### src/rtl/sccb_pkg.sv
// Shared definitions for the SCCB write master: FSM encoding and protocol constants.
package sccb_pkg;

  typedef enum logic [2:0] {IDLE, START, BITS, STOP, BUF} sccb_state_e;

  localparam int          SCCB_BITS    = 27;
  localparam int          QUARTERS     = 4;
  localparam logic [7:0]  OV7670_WR_ID = 8'h42;

  // The 9th bit of each phase is the slave's don't-care/ACK slot.
  function automatic logic is_ack_slot(input logic [4:0] slot);
    return (slot == 5'd8) || (slot == 5'd17) || (slot == 5'd26);
  endfunction

endpackage

### src/rtl/sccb_write_master_if.sv
// Request/status handshake plus SCCB pad-side signals for the write master.
interface sccb_write_master_if;
  logic       start;
  logic [7:0] addr;
  logic [7:0] data;
  logic       busy;
  logic       done;
  logic       nack;
  logic       sioc;
  logic       siod_out;
  logic       siod_oe;
  logic       siod_in;

  modport master (
    input  start, addr, data, siod_in,
    output busy, done, nack, sioc, siod_out, siod_oe
  );

  modport slave (
    output start, addr, data, siod_in,
    input  busy, done, nack, sioc, siod_out, siod_oe
  );
endinterface

### src/rtl/sccb_quarter_tick.sv
// Quarter-SIOC-period strobe: qtick on the last of every QDIV clk cycles.
module sccb_quarter_tick #(
  parameter int QDIV = 62
) (
  input  logic clk,
  input  logic rst_n,
  input  logic clear,
  output logic qtick
);

  localparam int CW = (QDIV > 2) ? $clog2(QDIV) : 1;

  logic [CW-1:0] cnt;

  assign qtick = (cnt == CW'(QDIV - 1));

  always_ff @(posedge clk) begin
    if (!rst_n || clear)  cnt <= '0;
    else if (qtick)       cnt <= '0;
    else                  cnt <= cnt + 1'b1;
  end

endmodule

### src/rtl/sccb_write_master.sv
// Single 3-phase SCCB write (ID, sub-address, data) with START/STOP and tBUF,
// all pad outputs registered so SIOC cannot glitch.
module sccb_write_master
  import sccb_pkg::*;
#(
  parameter int         CLK_FREQ  = 25000000,
  parameter int         SCCB_FREQ = 100000,
  parameter logic [7:0] DEV_ID    = OV7670_WR_ID
) (
  input logic                 clk,
  input logic                 rst_n,
  sccb_write_master_if.master bus
);

  localparam int QDIV = CLK_FREQ / (4 * SCCB_FREQ);
  localparam int QW   = $clog2(QUARTERS);

  if (QDIV < 2) begin : g_qdiv_chk
    $error("sccb_write_master: QDIV must be at least 2");
  end

  sccb_state_e   state;
  logic [QW-1:0] q;
  logic [4:0]    bit_cnt;
  logic [23:0]   shift;
  logic          qtick;
  logic          qtick_d;
  logic [4:0]    bit_nxt;

  assign bit_nxt = bit_cnt + 5'd1;

  sccb_quarter_tick #(.QDIV(QDIV)) u_qtick (
    .clk   (clk),
    .rst_n (rst_n),
    .clear (state == IDLE),
    .qtick (qtick)
  );

  always_ff @(posedge clk) begin
    if (!rst_n) begin
      state        <= IDLE;
      q            <= '0;
      bit_cnt      <= '0;
      shift        <= '0;
      qtick_d      <= 1'b0;
      bus.sioc     <= 1'b1;
      bus.siod_out <= 1'b1;
      bus.siod_oe  <= 1'b0;
      bus.busy     <= 1'b0;
      bus.done     <= 1'b0;
      bus.nack     <= 1'b0;
    end else begin
      bus.done <= 1'b0;
      qtick_d  <= qtick;

      // ACK sample on the first clk of q2, mid SIOC-high of the 9th bit
      if (state == BITS && q == QW'(2) && qtick_d && is_ack_slot(bit_cnt) && bus.siod_in)
        bus.nack <= 1'b1;

      case (state)
        IDLE: begin
          if (bus.start) begin
            bus.busy     <= 1'b1;
            bus.nack     <= 1'b0;
            shift        <= {DEV_ID, bus.addr, bus.data};
            bit_cnt      <= '0;
            q            <= '0;
            state        <= START;
            bus.sioc     <= 1'b1;
            bus.siod_out <= 1'b1;
            bus.siod_oe  <= 1'b1;
          end
        end

        START: begin
          if (qtick) begin
            q <= q + 1'b1;
            case (q)
              QW'(0): bus.siod_out <= 1'b0;
              QW'(2): bus.sioc     <= 1'b0;
              QW'(3): begin
                state        <= BITS;
                bus.siod_oe  <= 1'b1;
                bus.siod_out <= shift[23];
              end
              default: ;
            endcase
          end
        end

        BITS: begin
          if (qtick) begin
            q <= q + 1'b1;
            case (q)
              QW'(1): bus.sioc <= 1'b1;
              QW'(3): begin
                bus.sioc <= 1'b0;
                if (!is_ack_slot(bit_cnt))
                  shift <= {shift[22:0], 1'b0};
                if (bit_cnt == 5'(SCCB_BITS - 1)) begin
                  state        <= STOP;
                  bus.siod_oe  <= 1'b1;
                  bus.siod_out <= 1'b0;
                end else begin
                  bit_cnt <= bit_nxt;
                  if (is_ack_slot(bit_nxt)) begin
                    bus.siod_oe  <= 1'b0;
                    bus.siod_out <= 1'b1;
                  end else begin
                    // ACK slots do not shift, so the next MSB sits one place higher
                    bus.siod_oe  <= 1'b1;
                    bus.siod_out <= is_ack_slot(bit_cnt) ? shift[23] : shift[22];
                  end
                end
              end
              default: ;
            endcase
          end
        end

        STOP: begin
          if (qtick) begin
            q <= q + 1'b1;
            case (q)
              QW'(0): bus.sioc     <= 1'b1;
              QW'(1): bus.siod_out <= 1'b1;
              QW'(3): begin
                state       <= BUF;
                bus.siod_oe <= 1'b0;
              end
              default: ;
            endcase
          end
        end

        BUF: begin
          if (qtick) begin
            q <= q + 1'b1;
            if (q == QW'(QUARTERS - 1)) begin
              state    <= IDLE;
              bus.busy <= 1'b0;
              bus.done <= 1'b1;
            end
          end
        end

        default: state <= IDLE;
      endcase
    end
  end

endmodule

### src/flat_wrapper.sv
// flat-port wrapper written by rule: the top's interface ports become plain ports
module sccb_write_master_flat import sccb_pkg::*;
#(
  parameter int         CLK_FREQ  = 25000000,
  parameter int         SCCB_FREQ = 100000,
  parameter logic [7:0] DEV_ID    = OV7670_WR_ID
)
  (clk, rst_n, bus_start, bus_addr, bus_data, bus_siod_in, bus_busy, bus_done, bus_nack, bus_sioc, bus_siod_out, bus_siod_oe);
  sccb_write_master_if bus_i ();
  input logic clk;
  input logic rst_n;
  input wire logic [$bits(bus_i.start)-1:0] bus_start;
  input wire logic [$bits(bus_i.addr)-1:0] bus_addr;
  input wire logic [$bits(bus_i.data)-1:0] bus_data;
  input wire logic [$bits(bus_i.siod_in)-1:0] bus_siod_in;
  output wire logic [$bits(bus_i.busy)-1:0] bus_busy;
  output wire logic [$bits(bus_i.done)-1:0] bus_done;
  output wire logic [$bits(bus_i.nack)-1:0] bus_nack;
  output wire logic [$bits(bus_i.sioc)-1:0] bus_sioc;
  output wire logic [$bits(bus_i.siod_out)-1:0] bus_siod_out;
  output wire logic [$bits(bus_i.siod_oe)-1:0] bus_siod_oe;
  assign bus_i.start = bus_start;
  assign bus_i.addr = bus_addr;
  assign bus_i.data = bus_data;
  assign bus_i.siod_in = bus_siod_in;
  assign bus_busy = bus_i.busy;
  assign bus_done = bus_i.done;
  assign bus_nack = bus_i.nack;
  assign bus_sioc = bus_i.sioc;
  assign bus_siod_out = bus_i.siod_out;
  assign bus_siod_oe = bus_i.siod_oe;
  sccb_write_master #(.CLK_FREQ(CLK_FREQ), .SCCB_FREQ(SCCB_FREQ), .DEV_ID(DEV_ID)) u_core (.clk(clk), .rst_n(rst_n), .bus(bus_i));
endmodule
### config.mk
export PLATFORM = sky130hd
export DESIGN_NAME = sccb_write_master_flat
export DESIGN_NICKNAME = d
export VERILOG_FILES = /design/src/rtl/sccb_pkg.sv /design/src/rtl/sccb_write_master_if.sv /design/src/rtl/sccb_quarter_tick.sv /design/src/rtl/sccb_write_master.sv /design/src/flat_wrapper.sv
export SDC_FILE = /design/constraint.sdc
export NUM_CORES = 1
export LEC_CHECK = 0
export CAP_MARGIN = 15
export CORE_MARGIN = 2
export CORE_UTILIZATION = 45
export CTS_BUF_LIST = sky130_fd_sc_hd__clkbuf_16
export DETAILED_ROUTE_END_ITERATION = 6
export PLACE_DENSITY_LB_ADDON = 0.08
export SETUP_SLACK_MARGIN = 0.02
export SLEW_MARGIN = 20
export SYNTH_ARGS = -nofsm -noshare
export SYNTH_HDL_FRONTEND = slang
export SYNTH_SLANG_ARGS = --single-unit
### constraint.sdc
create_clock -name clk -period 1.84 [get_ports clk]
set_clock_uncertainty 0.05 [all_clocks]
set_input_delay 0.276 -clock clk [delete_from_list [all_inputs] [get_ports clk]]
set_output_delay 0.276 -clock clk [all_outputs]
set_load 0.1 [all_outputs]
### Word level (Yosys, flattened, before mapping)

Cells that the tools add are included.
Widths: inputs -> output; s select.

| storage, ports and cells | value |
|---|---|
| input bits | 20 |
| memories kept | 0 |
| bits in writable memories | 0 |
| output and inout bits | 6 |
| logic and storage cells | 130 |
| register bits | 47 |
| memory bits (read-only) | 0 |
| latch bits | 0 |

| operators by class | value |
|---|---|
| bitwise operators | 0 |
| shift operators | 0 |
| reduce and logical (&&, ||, !) cells | 27 |
| magnitude comparators | 0 |
| add/subtract/negate cells | 3 |
| equality and inequality tests | 32 |
| divide/modulo/power cells | 0 |
| $mul | 0 |
| mux-type cells | 56 |

Operators with widths:

| operator | count |
|---|---|
| $mux 24 | 4 |
| $pmux 24 s2 | 1 |
| $mux 3 | 10 |
| $mux 1 | 26 |
| $reduce_and 8->1 | 3 |
| $eq 5x5->1 const B | 4 |
| $mux 5 | 4 |
| $ne 2x1->1 const B | 9 |
| $pmux 3 s5 | 1 |
| $ne 2x2->1 const B | 7 |
| $pmux 1 s4 | 3 |
| $eq 5x4->1 const B | 2 |
| $pmux 5 s2 | 1 |
| $reduce_and 10->1 | 1 |
| $reduce_and 5->1 | 2 |
| $add 6x1->6 const B | 1 |
| $eq 3x2->1 const B | 2 |
| $eq 6x6->1 const B | 1 |
| $pmux 1 s2 | 3 |
| $reduce_and 3->1 | 2 |
| $reduce_bool 2->1 | 3 |
| $add 5x1->5 const B | 1 |
| $logic_or 1x1->1 | 5 |
| $eq 2x2->1 const B | 2 |
| 16 further kinds | 20 |

### Longest topological paths before layout

Gate-level depths: netlist of the first run.

| logic depth | value |
|---|---|
| depth after elaboration | 9 |
| depth in mapped cells | 9 |
| gate-level depth less buffers | 7 |

### Hierarchy

Synthesis of the first run repeated with hierarchy kept, for this count alone.

| second synthesis, totals | value |
|---|---|
| cell total of the unflattened synthesis | 303 |
| area total of the unflattened synthesis | 2511.2 um^2 |

Modules (own cells, without submodules):

| module | instances | area each (um^2) | cells each | sequential area each (um^2) |
|---|---|---|---|---|
| sccb_write_master | 1 | 2250.9 | 274 | 820.8 |
| sccb_quarter_tick | 1 | 260.2 | 29 | 120.1 |

### Worst setup path before layout of the first run

No wires, ideal clock.

| timing | value |
|---|---|
| kind | register -> register |
| from | register u_core.bit_cnt[0] |
| to | register u_core.shift[10] |
| stages on the path, launching flop included | 10 |
| buffers on the path | 2 |
| period minus slack after synthesis | 1.994 ns |
| setup time | 0.145 ns |
| data required time | 1.645 ns |
| data arrival time | 1.799 ns |
| path slack | -0.154 ns |
| path through | dfxtp_1 > inv_1 > ha_1 > mux2i_1 > a211oi_4 > o21ai_2 > and2_4 > buf_6 > buf_6 > a211oi_2 |

| between the ends | value |
|---|---|
| word-level cells in the longest chain between the ends | 5 |
| elaborated cells on any way between the ends | 7 |
| those cells by class | eq/ne: 4; reduce/logical: 3 |

RTL lines:

| element | line | source |
|---|---|---|
| start: declaration | sccb_write_master.sv:24 | `logic [4:0] bit_cnt;` |
| start signal: assignment | sccb_write_master.sv:105 | `bit_cnt <= bit_nxt;` |
| $eq 5x4->1 or $eq 5x5->1 (tied branches) | sccb_pkg.sv:12 | `return (slot == 5'd8) \|\| (slot == 5'd17) \|\| (slot == 5'd26);` |
| $logic_or 1x1->1 | sccb_pkg.sv:12 |  |
| $logic_or 1x1->1 (*) | sccb_pkg.sv:12 |  |
| $ne 2x2->1 (no line) (*) | - |  |
| $reduce_and 5->1 (no line) (*) | - |  |
| end signal: assignment | sccb_write_master.sv:65 | `shift <= {DEV_ID, bus.addr, bus.data};` |
| end signal: assignment | sccb_write_master.sv:99 | `shift <= {shift[22:0], 1'b0};` |
| end: declaration | sccb_write_master.sv:25 | `logic [23:0] shift;` |

Mark *: on every way between the ends. The rest lies on a longest branch, timed or not.
A chain may end at the register's enable or synchronous reset.

### Worst setup path in the final report of the first run

| timing | value |
|---|---|
| from | register u_core.bit_cnt[0] |
| to | register u_core.shift[1] |

The elaborated chain is that of the path after synthesis.

==> results of run 1 <==
[per-stage QoR]
step | hold slack, ps | TNS [ps]
6_report | 425 | 0
5_1_grt | 446 | -213
4_1_cts | 429 | 0
3_5_place_dp | 419 | -294
3_3_place_gp | 406 | -187
2_1_floorplan | 373 | 0
[routing by layer]
metal | track usage, % | vias up | part of all wire (%)
met5 | 0 | - | 0
met4 | 6.67 | 0 | 1.1
met3 | 3.64 | 4 | 3.7
met2 | 32.3 | 36 | 47
met1 | 27.8 | 1022 | 48
li1 | - | 1114 | -
[flip-flops by register name (all words and copies together), names as in the netlist]
name                 count
u_core.bus.siod_out      1
u_core.q                 2
u_core.u_qtick.cnt       6
u_core.bus.sioc          1
u_core.bus.done          1
u_core.bus.siod_oe       1
u_core.bus.nack          1
u_core.bit_cnt           5
u_core.shift            24
u_core.qtick_d           1
u_core.bus.busy          1
u_core.state             3
[worst register-to-register path: stages (launching register included)]
cell and delay [ps]:
dfxtp_4 380, inv_4 90, ha_4 140, mux2i_2 80, a211oi_4 360, o21ai_4 100
and2_4 180, buf_12 160, a211oi_2 180
[worst min-delay path by stage]
| stage | slack, ps | endpoint | startpoint | depth (start not counted) |
|---|---|---|---|---|
| after global placement | 410 | u_core.shift[16] | u_core.shift[16] | 2 |
| final | 430 | u_core.shift[17] | u_core.shift[17] | 2 |
| after global routing | 450 | u_core.shift[20] | u_core.shift[20] | 2 |
| after CTS | 430 | u_core.shift[16] | u_core.shift[15] | 2 |
| after floorplan | 370 | u_core.shift[0] | bus_data[0] | 2 |
| after detailed placement | 420 | u_core.shift[16] | u_core.shift[15] | 2 |
[layout make-up]
| type | count | area, um^2 |
|---|---|---|
| clock buffer | 5 | 125 |
| clock inverter | 3 | 63.8 |
| fill | 486 | 2020 |
| inverter | 11 | 46.3 |
| multi-input combinational | 199 | 1550 |
| sequential | 47 | 948 |
| tap | 72 | 90.1 |
| timing repair buffer | 66 | 592 |
[cell usage in the layout, fill, tap and decap left out, drive strengths merged, types with 2 or more instances in the layout]
master / count
bufinv: 2
dfxtp: 47
o31ai: 3
nor4: 2
and3: 4
o211ai: 5
and2: 3
a31oi: 2
a21oi: 23
xnor2: 3
nand2: 25
nor3: 3
nand3: 9
o21ai: 14
or3: 2
nand4: 2
buf: 47
o31a: 2
a211oi: 17
clkbuf: 5
ha: 12
nand2b: 2
nor2: 17
xor2: 4
clkdlybuf4s50: 19
mux2i: 23
inv: 11
o311ai: 2
o22ai: 5
o32ai: 2
[power by group through the flow]
stage                     registers (mW)  logic (mW)  clock network (mW)
after CTS                           1.08       0.330                1.18
after detailed placement            1.10       0.328                   0
after global placement              1.10       0.326                   0
after global routing                1.08       0.365                1.23
after floorplan                     1.14       0.170                   0
final                               1.08       0.335                1.16
[cell families (layout without fill, tap and decap cells)]
kind of cell / count (synthesis) / in the layout
AOI/OAI and AO/OA: 83 / 83
and+or+nand+nor: 74 / 74
DFF: 47 / 47
buffers and inverters: 31 / 85
muxes: 23 / 23
adders and majority gates: 12 / 12
xor gates and xnor gates: 7 / 7
[timing repair]
| action | CTS | global route |
|---|---|---|
| endpoints found under the setup margin | 6 | 29 |
| buffers inserted | 1 | 0 |
| pin swaps | 1 | 5 |
| hold endpoints to repair | 0 | 0 |
| gates resized for setup | 4 | 22 |
==> run metrics, run 1 <==
leakage 1.24 nW; adder-cell area share of the yosys netlist 5.97%; Placement Setup Slack -149 ps; die width 78.8 um; Slowest cell on crit path dfxtp_4; filler-free cell count of the finished design 403; top-count cell post-synth dfxtp_1; Post-synth ARST share 0%; Critical Path RT 1990 ps; Die H 78.8 um; Ports 26; switching share of power 22.9%; Gate Count Post-Synth 277; DP HPWL 4260 um; Final setup viols 0; FF-to-FF Start u_core.bit_cnt[0]; flop2flop setup slack 50 ps; instance area at placement 3110 um^2; Routed WL per cell 14.6 um; via density per instance 5.40; Comb pwr share 13.0%; clk sinks 47; fin crit period 1790 ps; Yosys Warn Count 0; Cell Rows 27; htree depth 2; Period Utilization, post-route 97.4%; HP Class reg -> reg; Int Power 1.98 mW; Routed WL 5880 um; total power 2.57 mW; top cells by count, synth dfxtp_1, nand2_1, a21oi_1, mux2i_1, nor2_1; die area 6210 um^2; Worst Setup Start Kind flop; end of the worst register-to-register path u_core.shift[1]; IO buf count 25; combinational family with the most area after synthesis compound AO/OA/AOI/OAI gates; global-route wire length before repair 9890 um; syn avg cell area 9.08 um^2; CP top delay family compound AO/OA/AOI/OAI gates; P per Cell Area 753 nW/um^2; # diodes 0; Mapped Area 2520 um^2; Post-synth EDFFs 0; Final Max Slew Viols 0; crit-path max cell delay 380 ps; fmax 558 MHz; data arrival time of the worst path 1940 ps; status completed; CTS clk-pin slew, worst paths 60 ps; RSZ-0062 raised after global routing true; Post-Synth XOR/XNOR Area 2.44%; final hold vios 0; dpl cells 394; GPL Wtd Cong 0.886; Worst-Margin Slew 357 ps; DR vias 2176; CP Depth 8; fin util 62.8%; syn nets 309; crit path to u_core.shift[1]; clock power share 45.1%; Compound-Gate Fraction of Synth Area 25.2%; Routed Antenna Nets 0; worst path cell trace inv_4 > ha_4 > mux2i_2 > a211oi_4 > o21ai_4 > and2_4 > buf_12 > a211oi_2; mux cell area share after synthesis 9.15%; Syn-to-layout area delta 35.7%; P_sw 0.588 mW; Clk Latency, worst-skew pair 280 ps; Crit Path Max Fanout 12; Buf/Inv on CP 2; cell count of the worst reg-to-reg path 8; starting density of the core 46.3%; share of the synthesized area in the top cell type 37.4%; ranking of synthesized cells by area dfxtp_1, mux2i_1, a211oi_2; TritonCTS Buffers 5; largest net degree at the start of global routing 20; initial antenna violation count 0; All-Layer GR Usage 20.3%; CTS root buf clkbuf_16; Slew headroom 75.9%; core footprint 5440 um^2; Yosys reg bits 47; # Max-Cap Violations 0; Initial DRC Count 115; Clock Tree Buf Depth 2; remaining global-route overflow 0; vias in the first global route 2073; post-route cell area 3410 um^2; crit end category flop; top_reg_cell synth dfxtp_1; CP Class reg -> reg; Setup crit start u_core.bit_cnt[0]; residual DRC count 0; Final #Nets 362; register share of total power 41.9%; CTS tree built; largest area contributor in the netlist dfxtp_1; first drt pass iteration count 4; hold buffer count at CTS 0; layout cells sized above 1 28.4%; worst setup margin 46.9 ps; maximum vdd ir drop 0.543 mV; register area share after synthesis 37.4%; Post-Synth Simple-Gate Area 14.1%; Synth cell types 50
No activity file was read; power rests on OpenSTA's default activity.
==> inputs of run 2 (changes only) <==
--- a/config.mk
+++ b/config.mk
@@ -10,9 +10,11 @@
 export CORE_UTILIZATION = 45
 export CTS_BUF_LIST = sky130_fd_sc_hd__clkbuf_16
 export DETAILED_ROUTE_END_ITERATION = 6
+export DONT_BUFFER_PORTS = 1
 export PLACE_DENSITY_LB_ADDON = 0.08
 export SETUP_SLACK_MARGIN = 0.02
 export SLEW_MARGIN = 20
 export SYNTH_ARGS = -nofsm -noshare
 export SYNTH_HDL_FRONTEND = slang
 export SYNTH_SLANG_ARGS = --single-unit
+export TNS_END_PERCENT = 100
==> run 2 against run 1 <==
Sequential share of layout area grew 3.0 points. Sequential power is essentially flat. Count of clock-buffer cells in the layout is the same. Critical path depth is the same. Largest cell class unchanged. Final cell count shrank 7.7%. Wire length shrank 0.78%. Critical endpoint is now u_core.shift[6]. Register-to-register slack lost 30 ps.
==> run metrics, run 2 (synthesis gave the netlist of run 1 again) <==
global-route wire length before repair 9900 um (was 9890 um); CTS root buf clkbuf_16 (unchanged); status completed (unchanged); Critical Path RT 2010 ps (was 1990 ps); Worst Hold Depth 1 (was 2); Routed Antenna Nets 0 (unchanged); core footprint 5440 um^2 (unchanged); Largest register FFs 24 (unchanged); most used routing layer met2 (unchanged); Ports 26 (unchanged); residual DRC count 0 (unchanged); instance area at placement 2820 um^2 (was 3110 um^2); data arrival time of the worst path 1990 ps (was 1940 ps); clk sinks 47 (unchanged); Final setup viols 0 (unchanged); fin crit period 1820 ps (was 1790 ps); layout cells sized above 1 27.3% (was 28.4%); fmax 549 MHz (was 558 MHz); CTS clk-pin slew, worst paths 70 ps (was 60 ps); Global Route met3 Usage 4.43% (was 3.64%); Setup TNS Final 0 ps (unchanged); die area 6210 um^2 (unchanged); area of the multi-input gates 1540 um^2 (was 1550 um^2); first drt pass iteration count 4 (unchanged); starting density of the core 46.3% (unchanged); total power 2.36 mW (was 2.57 mW); Crit Path Max Fanout 14 (was 12); DR vias 2099 (was 2176); register area 950 um^2 (was 948 um^2); hold buffer count at CTS 0 (unchanged); IO buf count 0 (was 25); Cell Rows 27 (unchanged); Die H 78.8 um (unchanged); Routed WL per cell 15.7 um (was 14.6 um); maximum vdd ir drop 0.557 mV (was 0.543 mV); met2 usage 31.8% (was 32.3%); Syn-to-layout area delta 22.8% (was 35.7%); met1 global-route usage 27.7% (was 27.8%); Final #Nets 331 (was 362); Reg with most FFs u_core.shift (unchanged); GPL Wtd Cong 0.838 (was 0.886); cell count of the worst reg-to-reg path 8 (unchanged); initial antenna violation count 0 (unchanged); most common cell after layout, fill and taps aside dfxtp_1 (unchanged); largest net degree at the start of global routing 27 (was 20); RSZ-0062 raised after global routing true (unchanged); Initial DRC Count 178 (was 115); final hold vios 0 (unchanged); HP Class in -> reg (was reg -> reg); Period Utilization, post-route 99.0% (was 97.4%); Worst Setup Start Kind flop (unchanged); post-route cell area 3090 um^2 (was 3410 um^2); P per Cell Area 764 nW/um^2 (was 753 nW/um^2); CP Class reg -> reg (unchanged); crit end category flop (unchanged); biggest regs u_core.shift: 24 flops, u_core.u_qtick.cnt: 6 flops, u_core.bit_cnt: 5 flops (unchanged); TritonCTS Buffers 5 (unchanged); die width 78.8 um (unchanged); flop2flop setup slack 20 ps (was 50 ps); Clk Latency, worst-skew pair 290 ps (was 280 ps); leakage 1.09 nW (was 1.24 nW); Final Max Slew Viols 0 (unchanged); Slew headroom 49.8% (was 75.9%); Worst-Margin Slew 742 ps (was 357 ps); vias in the first global route 2060 (was 2073); # Max-Cap Violations 0 (unchanged); via density per instance 5.64 (was 5.40); Routed WL 5840 um (was 5880 um); CTS tree built (unchanged); leading cell types in the layout, fill and taps excluded dfxtp_1, buf_4, nand2_1, mux2i_1, a21oi_1 (unchanged); remaining global-route overflow 0 (unchanged); All-Layer GR Usage 20.1% (was 20.3%); Clock Tree Buf Depth 2 (unchanged); DP HPWL 4020 um (was 4260 um); htree depth 2 (unchanged); # diodes 0 (unchanged); fill count 497 (was 486)
## run 2: cell count changes in the layout (fill, tap and decap cells not counted), moves of 2 or more
| cell | previous run | this run |
|---|---|---|
| clkdlybuf4s50_1 | 19 | 0 |
| buf_4 | 42 | 32 |
| o21ai_0 | 11 | 13 |
| o21ai_1 | 2 | 0 |
## run 2: final cells by class
class                           instances  share of cell area, %
Sequential cell                        47                   30.7
Tap cell                               72                   2.91
Timing Repair Buffer                   35                   9.55
Clock inverter                          3                   1.21
Clock buffer                            5                   4.05
Multi-Input combinational cell        199                   49.9
Inverter                               11                   1.62
## run 2: critical path, cell delays in order (launching register included)
cell and delay [ps]:
dfxtp_4 380, inv_4 80, ha_4 140, mux2i_4 70
a211oi_4 390, o21ai_4 120, and2_4 170, buf_12 150
a211oi_2 200
## run 2: stage by stage
stage / hold WS (ps) / instances / utilization [%] / setup WS [ps]
6_report: 16.2 / 372 / 56.8 / 18.1
5_1_grt: 10.3 / 372 / 56.8 / -59.6
4_1_cts: 8.08 / 371 / 55.5 / 26.0
3_5_place_dp: 295 / 363 / 51.8 / 26.3
3_3_place_gp: 298 / 363 / 51.8 / 16.9
2_1_floorplan: 373 / 277 / - / 45.4
## run 2: power by group
part / switching (mW) / internal [mW] / total (mW)
Combinational: 0.163 / 0.108 / 0.272
Sequential: 0.0223 / 1.06 / 1.08
Clock: 0.379 / 0.631 / 1.01
## run 2: timing repair
item / 4_1_cts / 5_1_grt
setup endpoints to repair: 13 / 29
setup buffers: 0 / 1
resized for setup: 10 / 14
pin swaps: 1 / 7
endpoints found under the hold margin: 0 / 0
## run 2: worst paths after layout
kind,from,endpoint
max,u_core.bit_cnt[0],u_core.shift[6]
min,rst_n,u_core.bus.sioc
max reg2reg,u_core.bit_cnt[0],u_core.shift[6]
min reg2reg,u_core.shift[17],u_core.shift[17]
## run 2: routing by layer
metal | routed length, um | vias up
met2 | 2660 | 49
li1 | - | 1050
met4 | 61 | 0
met1 | 2820 | 994
met5 | 0 | -
met3 | 299 | 6
==> inputs of run 3 (changes only) <==
--- a/config.mk
+++ b/config.mk
@@ -13,7 +13,6 @@
 export DONT_BUFFER_PORTS = 1
 export PLACE_DENSITY_LB_ADDON = 0.08
 export SETUP_SLACK_MARGIN = 0.02
-export SLEW_MARGIN = 20
 export SYNTH_ARGS = -nofsm -noshare
 export SYNTH_HDL_FRONTEND = slang
 export SYNTH_SLANG_ARGS = --single-unit
==> run 3 against run 2 <==
Maximum frequency grew 0.14%. Via count decreased by 0.67%. Sequential power about the same. Combinational power hardly changed. Register-to-register slack is essentially flat. Clock power about the same. Global-route usage unchanged. Setup slack improved by 2.6 ps.
==> run metrics, run 3 (synthesis gave the netlist of run 1 again) <==
Clk Latency, worst-skew pair 290 ps (about the same); Final Max Slew Viols 0 (unchanged); worst setup margin 20.7 ps (was 18.1 ps); Final #Nets 331 (unchanged); Worst Setup Start Kind flop (unchanged); clk sinks 47 (unchanged); # diodes 0 (unchanged); global-route wire length before repair 9900 um (unchanged); layout cells sized above 1 27.0% (was 27.3%); Largest register FFs 24 (unchanged); fill count 497 (unchanged); die width 78.8 um (unchanged); residual DRC count 0 (unchanged); die area 6210 um^2 (unchanged); FF-to-FF Start u_core.bit_cnt[0] (unchanged); largest net degree at the start of global routing 27 (unchanged); Placement Setup Slack 26.3 ps (unchanged); worst path cell trace inv_4 > ha_4 > mux2i_4 > a211oi_4 > o21ai_4 > and2_4 > buf_12 > a211oi_2 (unchanged); fmax 550 MHz (was 549 MHz); Slowest cell on crit path a211oi_4 (unchanged); crit-path max cell delay 390 ps (about the same); total power 2.36 mW (about the same); All-Layer GR Usage 20.1% (unchanged); fin crit period 1820 ps (about the same); P per Cell Area 764 nW/um^2 (about the same); filler-free cell count of the finished design 372 (unchanged); Die H 78.8 um (unchanged); initial antenna violation count 0 (unchanged); flop2flop setup slack 20 ps (about the same); DR vias 2085 (was 2099); HP Class in -> reg (unchanged); via density per instance 5.60 (was 5.64); Initial DRC Count 183 (was 178); first drt pass iteration count 4 (unchanged); Ports 26 (unchanged); DP HPWL 4020 um (unchanged); Crit Path Max Fanout 14 (unchanged); CP top delay family compound AO/OA/AOI/OAI gates (unchanged); Routed WL 5840 um (about the same); GPL Wtd Cong 0.838 (unchanged); Final setup viols 0 (unchanged); post-route cell area 3090 um^2 (about the same); RSZ-0062 raised after global routing true (unchanged); register share of total power 45.7% (about the same); CTS tree built (unchanged); biggest regs u_core.shift: 24 flops, u_core.u_qtick.cnt: 6 flops, u_core.bit_cnt: 5 flops (unchanged); Comb pwr share 11.5% (about the same); htree depth 2 (unchanged); status completed (unchanged); critical hold path startpoint rst_n (unchanged); TritonCTS Buffers 5 (unchanged); final hold vios 0 (unchanged); crit end category flop (unchanged); P_sw 0.564 mW (about the same); CTS clk-pin slew, worst paths 70 ps (about the same); Slew headroom 27.6% (was 49.8%); starting density of the core 46.3% (unchanged); leading cell types in the layout, fill and taps excluded dfxtp_1, buf_4, nand2_1, mux2i_1, a21oi_1 (unchanged); Clock Tree Buf Depth 2 (unchanged); IO buf count 0 (unchanged); dpl cells 363 (unchanged); # Max-Cap Violations 0 (unchanged); vias in the first global route 2060 (unchanged); Routed WL per cell 15.7 um (about the same); Reg with most FFs u_core.shift (unchanged); Worst-Margin Slew 1070 ps (was 742 ps); clock power share 42.8% (about the same); data arrival time of the worst path 1990 ps (about the same); leakage 1.09 nW (about the same); instance area at placement 2820 um^2 (unchanged); most common cell after layout, fill and taps aside dfxtp_1 (unchanged); Period Utilization, post-route 98.9% (was 99.0%); switching share of power 23.9% (about the same); CP Class reg -> reg (unchanged); remaining global-route overflow 0 (unchanged); Routed Antenna Nets 0 (unchanged); Setup crit start u_core.bit_cnt[0] (unchanged); Critical Path RT 2010 ps (about the same); Buf/Inv on CP 2 (unchanged); maximum vdd ir drop 0.557 mV (about the same); Cell Rows 27 (unchanged); Syn-to-layout area delta 22.7% (was 22.8%); core footprint 5440 um^2 (unchanged); Int Power 1.80 mW (about the same); CTS root buf clkbuf_16 (unchanged)
==> run 3: cell count changes in the layout (fill, tap and decap cells not counted) <==
cell / delta
o311ai_1: -1
clkinv_1: +1
o311ai_0: +1
clkinvlp_4: -1
==> run 3: per-layer routing <==
layer,track usage (%),part of all wire [%]
met2,31.8,46
met1,27.7,48
met5,0,0
met4,5.26,1.0
met3,4.43,5.1
==> run 3: metrics by stage <==
| stage | hold WS, ps | utilization (%) | setup TNS [ps] |
|---|---|---|---|
| after floorplan | 373 | - | 0 |
| after global placement | 298 | 51.8 | 0 |
| after detailed placement | 295 | 51.8 | 0 |
| after CTS | 8.08 | 55.5 | 0 |
| after global routing | 10.2 | 56.8 | -584 |
| final | 14.1 | 56.8 | 0 |
==> run 3: layout make-up <==
class | count | area [um^2] | area share, %
flip-flops and latches | 47 | 950 | 30.8
well taps | 72 | 90.1 | 2.92
multi-input cells | 199 | 1540 | 50.0
inverters | 11 | 46.3 | 1.50
clock inverters | 3 | 37.5 | 1.22
repair buffers | 35 | 295 | 9.57
clock buffers | 5 | 125 | 4.05
==> run 3: final timing paths <==
kind / cells after the start / endpoint
worst max-delay path: 8 / u_core.shift[6]
worst min-delay path: 1 / u_core.bus.sioc
worst max register to register: 8 / u_core.shift[6]
worst min register to register: 2 / u_core.shift[17]
==> run 3: power by group through the flow <==
stage / logic, mW / registers [mW] / clock network, mW
2_1_floorplan: 0.170 / 1.14 / 0
3_3_place_gp: 0.264 / 1.10 / 0
3_5_place_dp: 0.264 / 1.10 / 0
4_1_cts: 0.266 / 1.08 / 1.02
5_1_grt: 0.295 / 1.08 / 1.07
6_report: 0.271 / 1.08 / 1.01
==> run 3: timing repair <==
item	4_1_cts	5_1_grt
gates resized for setup	10	13
buffers inserted	0	1
hold endpoints to repair	0	0
setup endpoints to repair	13	29
pin swaps	1	7
hold buffers	0	0
==> edit: new RTL, flow settings as in run 2 <==
Re-encode `sccb_state_e` (5 states) as one-hot, 5 bits wide.
--- a/src/rtl/sccb_pkg.sv
+++ b/src/rtl/sccb_pkg.sv
@@ -3,3 +3,3 @@
 
-  typedef enum logic [2:0] {IDLE, START, BITS, STOP, BUF} sccb_state_e;
+  typedef enum logic [4:0] {IDLE = 5'b00001, START = 5'b00010, BITS = 5'b00100, STOP = 5'b01000, BUF = 5'b10000} sccb_state_e;
 
Behaviour: same outputs for any inputs over 10 cycles, from zero or initial values and one cycle with rst_n low; not proved beyond that.
==> edit against run 2 <==
The run now ends with setup timing left. Wire length increased by 18%. Synthesized cell count increased by 11%. Cell area increased by 14%. Setup slack got worse by 0.062 ns. Area after synthesis increased by 6.2%. Maximum frequency decreased by 3.3%. Sequential cell count increased by 2. Global-route usage increased by 2.6 points. Worst hold slack improved by 0.043 ns. Critical path type unchanged.
Power is not compared: it rests on default switching activity, and its combinational part moved more than twofold at a synthesized area within 25%.
==> edit: results (changes against run 2) <==
| Metric | Value |
|---|---|
| WL/cell | 15.8 um (+0.98%) |
| Max reg flops | 24 (unchanged) |
| Cells after Synth | 307 (+11%) |
| Fraction of layout cells with a size suffix above 1 | 36.0% (+8.7 points) |
| Gr usage total | 22.7% (+2.6 points) |
| Initial antenna violation count | 0 (unchanged) |
| Fill cells | 558 (+12%) |
| Commonest cells post-synth | nand2_1, dfxtp_1, a21oi_1, nand3_1, nor2_1 |
| Final setup viols | 14 (+14) |
| Asr flop ratio synth | 0% (unchanged) |
| Total Nets Final | 392 (+18%) |
| Largest registers | u_core.shift x24, u_core.u_qtick.cnt x6 |
| First-pass GRT wire length | 11.6 mm (+17%) |
| Detailed router's first-iteration violation count | 111 (-38%) |
| Post-Syn Nets | 339 (+9.7%) |
| Slowest Stage Delay on Critical Path | 0.51 ns (+0.12 ns) |
| Critical path peak fanout | 7 (-7) |
| Setup TNS Final | -0.126 ns (-0.126 ns) |
| Hpwl dp | 4.87 mm (+21%) |
| Placed cell count | 423 (+17%) |
| Sequential-to-total area share from yosys stat | 36.7% (-0.69 points) |
| Hold slack | 0.0590 ns (+0.0428 ns) |
| Critical path's slowest cell | or4b_4 |
| Reg with most FFs | u_core.shift |
| Largest net degree at the start of global routing | 29 (+7.4%) |
| Status | complete, but fails checks |
| Synth area leaders | dfxtp_1, nand2_1, ha_1, a21oi_1, nand3_1 |
| Min setup slack post-route | -0.0436 ns (-0.0617 ns) |
| Delay-heaviest family, CP | simple AND/OR/NAND/NOR gates |
| Non-Filler Instances | 436 (+17%) |
| Pre-CTS WS | -0.0681 ns (-0.0944 ns) |
| Clock sink count | 49 (+4.3%) |
| Arrival time at the worst endpoint | 2.05 ns (+0.06 ns) |
| Vias | 2493 (+19%) |
| Vias in the first global route | 2408 (+17%) |
| Placer Congestion | 0.855 (+2.1%) |
| Post-synth cell types | 58 (+16%) |
| Failing checks | setup timing |
==> edit: cell type report <==
type                            instances  share of cell area, %
Clock inverter                          3                  0.495
Sequential cell                        49                   28.2
Multi-Input combinational cell        229                   48.2
Clock buffer                            5                   3.54
Tap cell                               75                   2.65
Inverter                                9                   1.10
Timing Repair Buffer                   66                   15.7
==> edit: per-stage QoR <==
stage / area, um2 / util, %
floorplan: 2720 / -
global placement: 3150 / 54.2
detailed placement: 3150 / 54.2
CTS: 3450 / 59.4
global route: 3540 / 60.8
finish: 3540 / 60.8
==> edit: worst register-to-register path: cells and delay by family, from the launching register on <==
family                 cells  cell delay, ns
DFF                        1            0.35
and+or+nand+nor            2            1.00
buffers and inverters      1            0.14
AOI/OAI and AO/OA          2            0.28
==> edit: logic make-up (layout without fill, tap and decap cells) <==
kind of cell               after synthesis  count (layout)  share of synthesized area (%)
and+or+nand+nor                        124             124                           23.4
AOI/OAI and AO/OA                       78              78                           22.9
DFF                                     49              49                           36.7
buffers and inverters                   29              83                           6.09
adders and majority gates               12              12                           5.62
xor gates and xnor gates                 8               8                           2.62
muxes                                    7               7                           2.67
==> edit: repair_timing <==
item / 4_1_cts / 5_1_grt
pin swaps: 11 / 10
buffers inserted: 4 / 0
setup endpoints to repair: 32 / 39
cloned: 1 / 0
resized for setup: 32 / 24
==> edit: final timing paths <==
kind                    start  depth (start not counted)          endpoint
max           u_core.state[3]                          5       u_core.q[1]
min                     rst_n                          2   u_core.bus.nack
max reg2reg   u_core.state[3]                          5       u_core.q[1]
min reg2reg  u_core.shift[15]                          2  u_core.shift[15]
==> edit: power breakdown <==
group	internal (mW)	switching [mW]	leakage, nW
clock	0.500	0.391	0.0716
sequential	1.18	0.0751	0.405
combinational	0.433	0.571	0.844
total	2.11	1.04	1.32
==> edit: layer usage <==
layer	vias up	routed length, um	global-route usage [%]
met5	-	0	0
met4	0	94	7.12
met3	10	324	4.78
met2	53	3220	35.5
met1	1193	3270	31.2
li1	1237	-	-
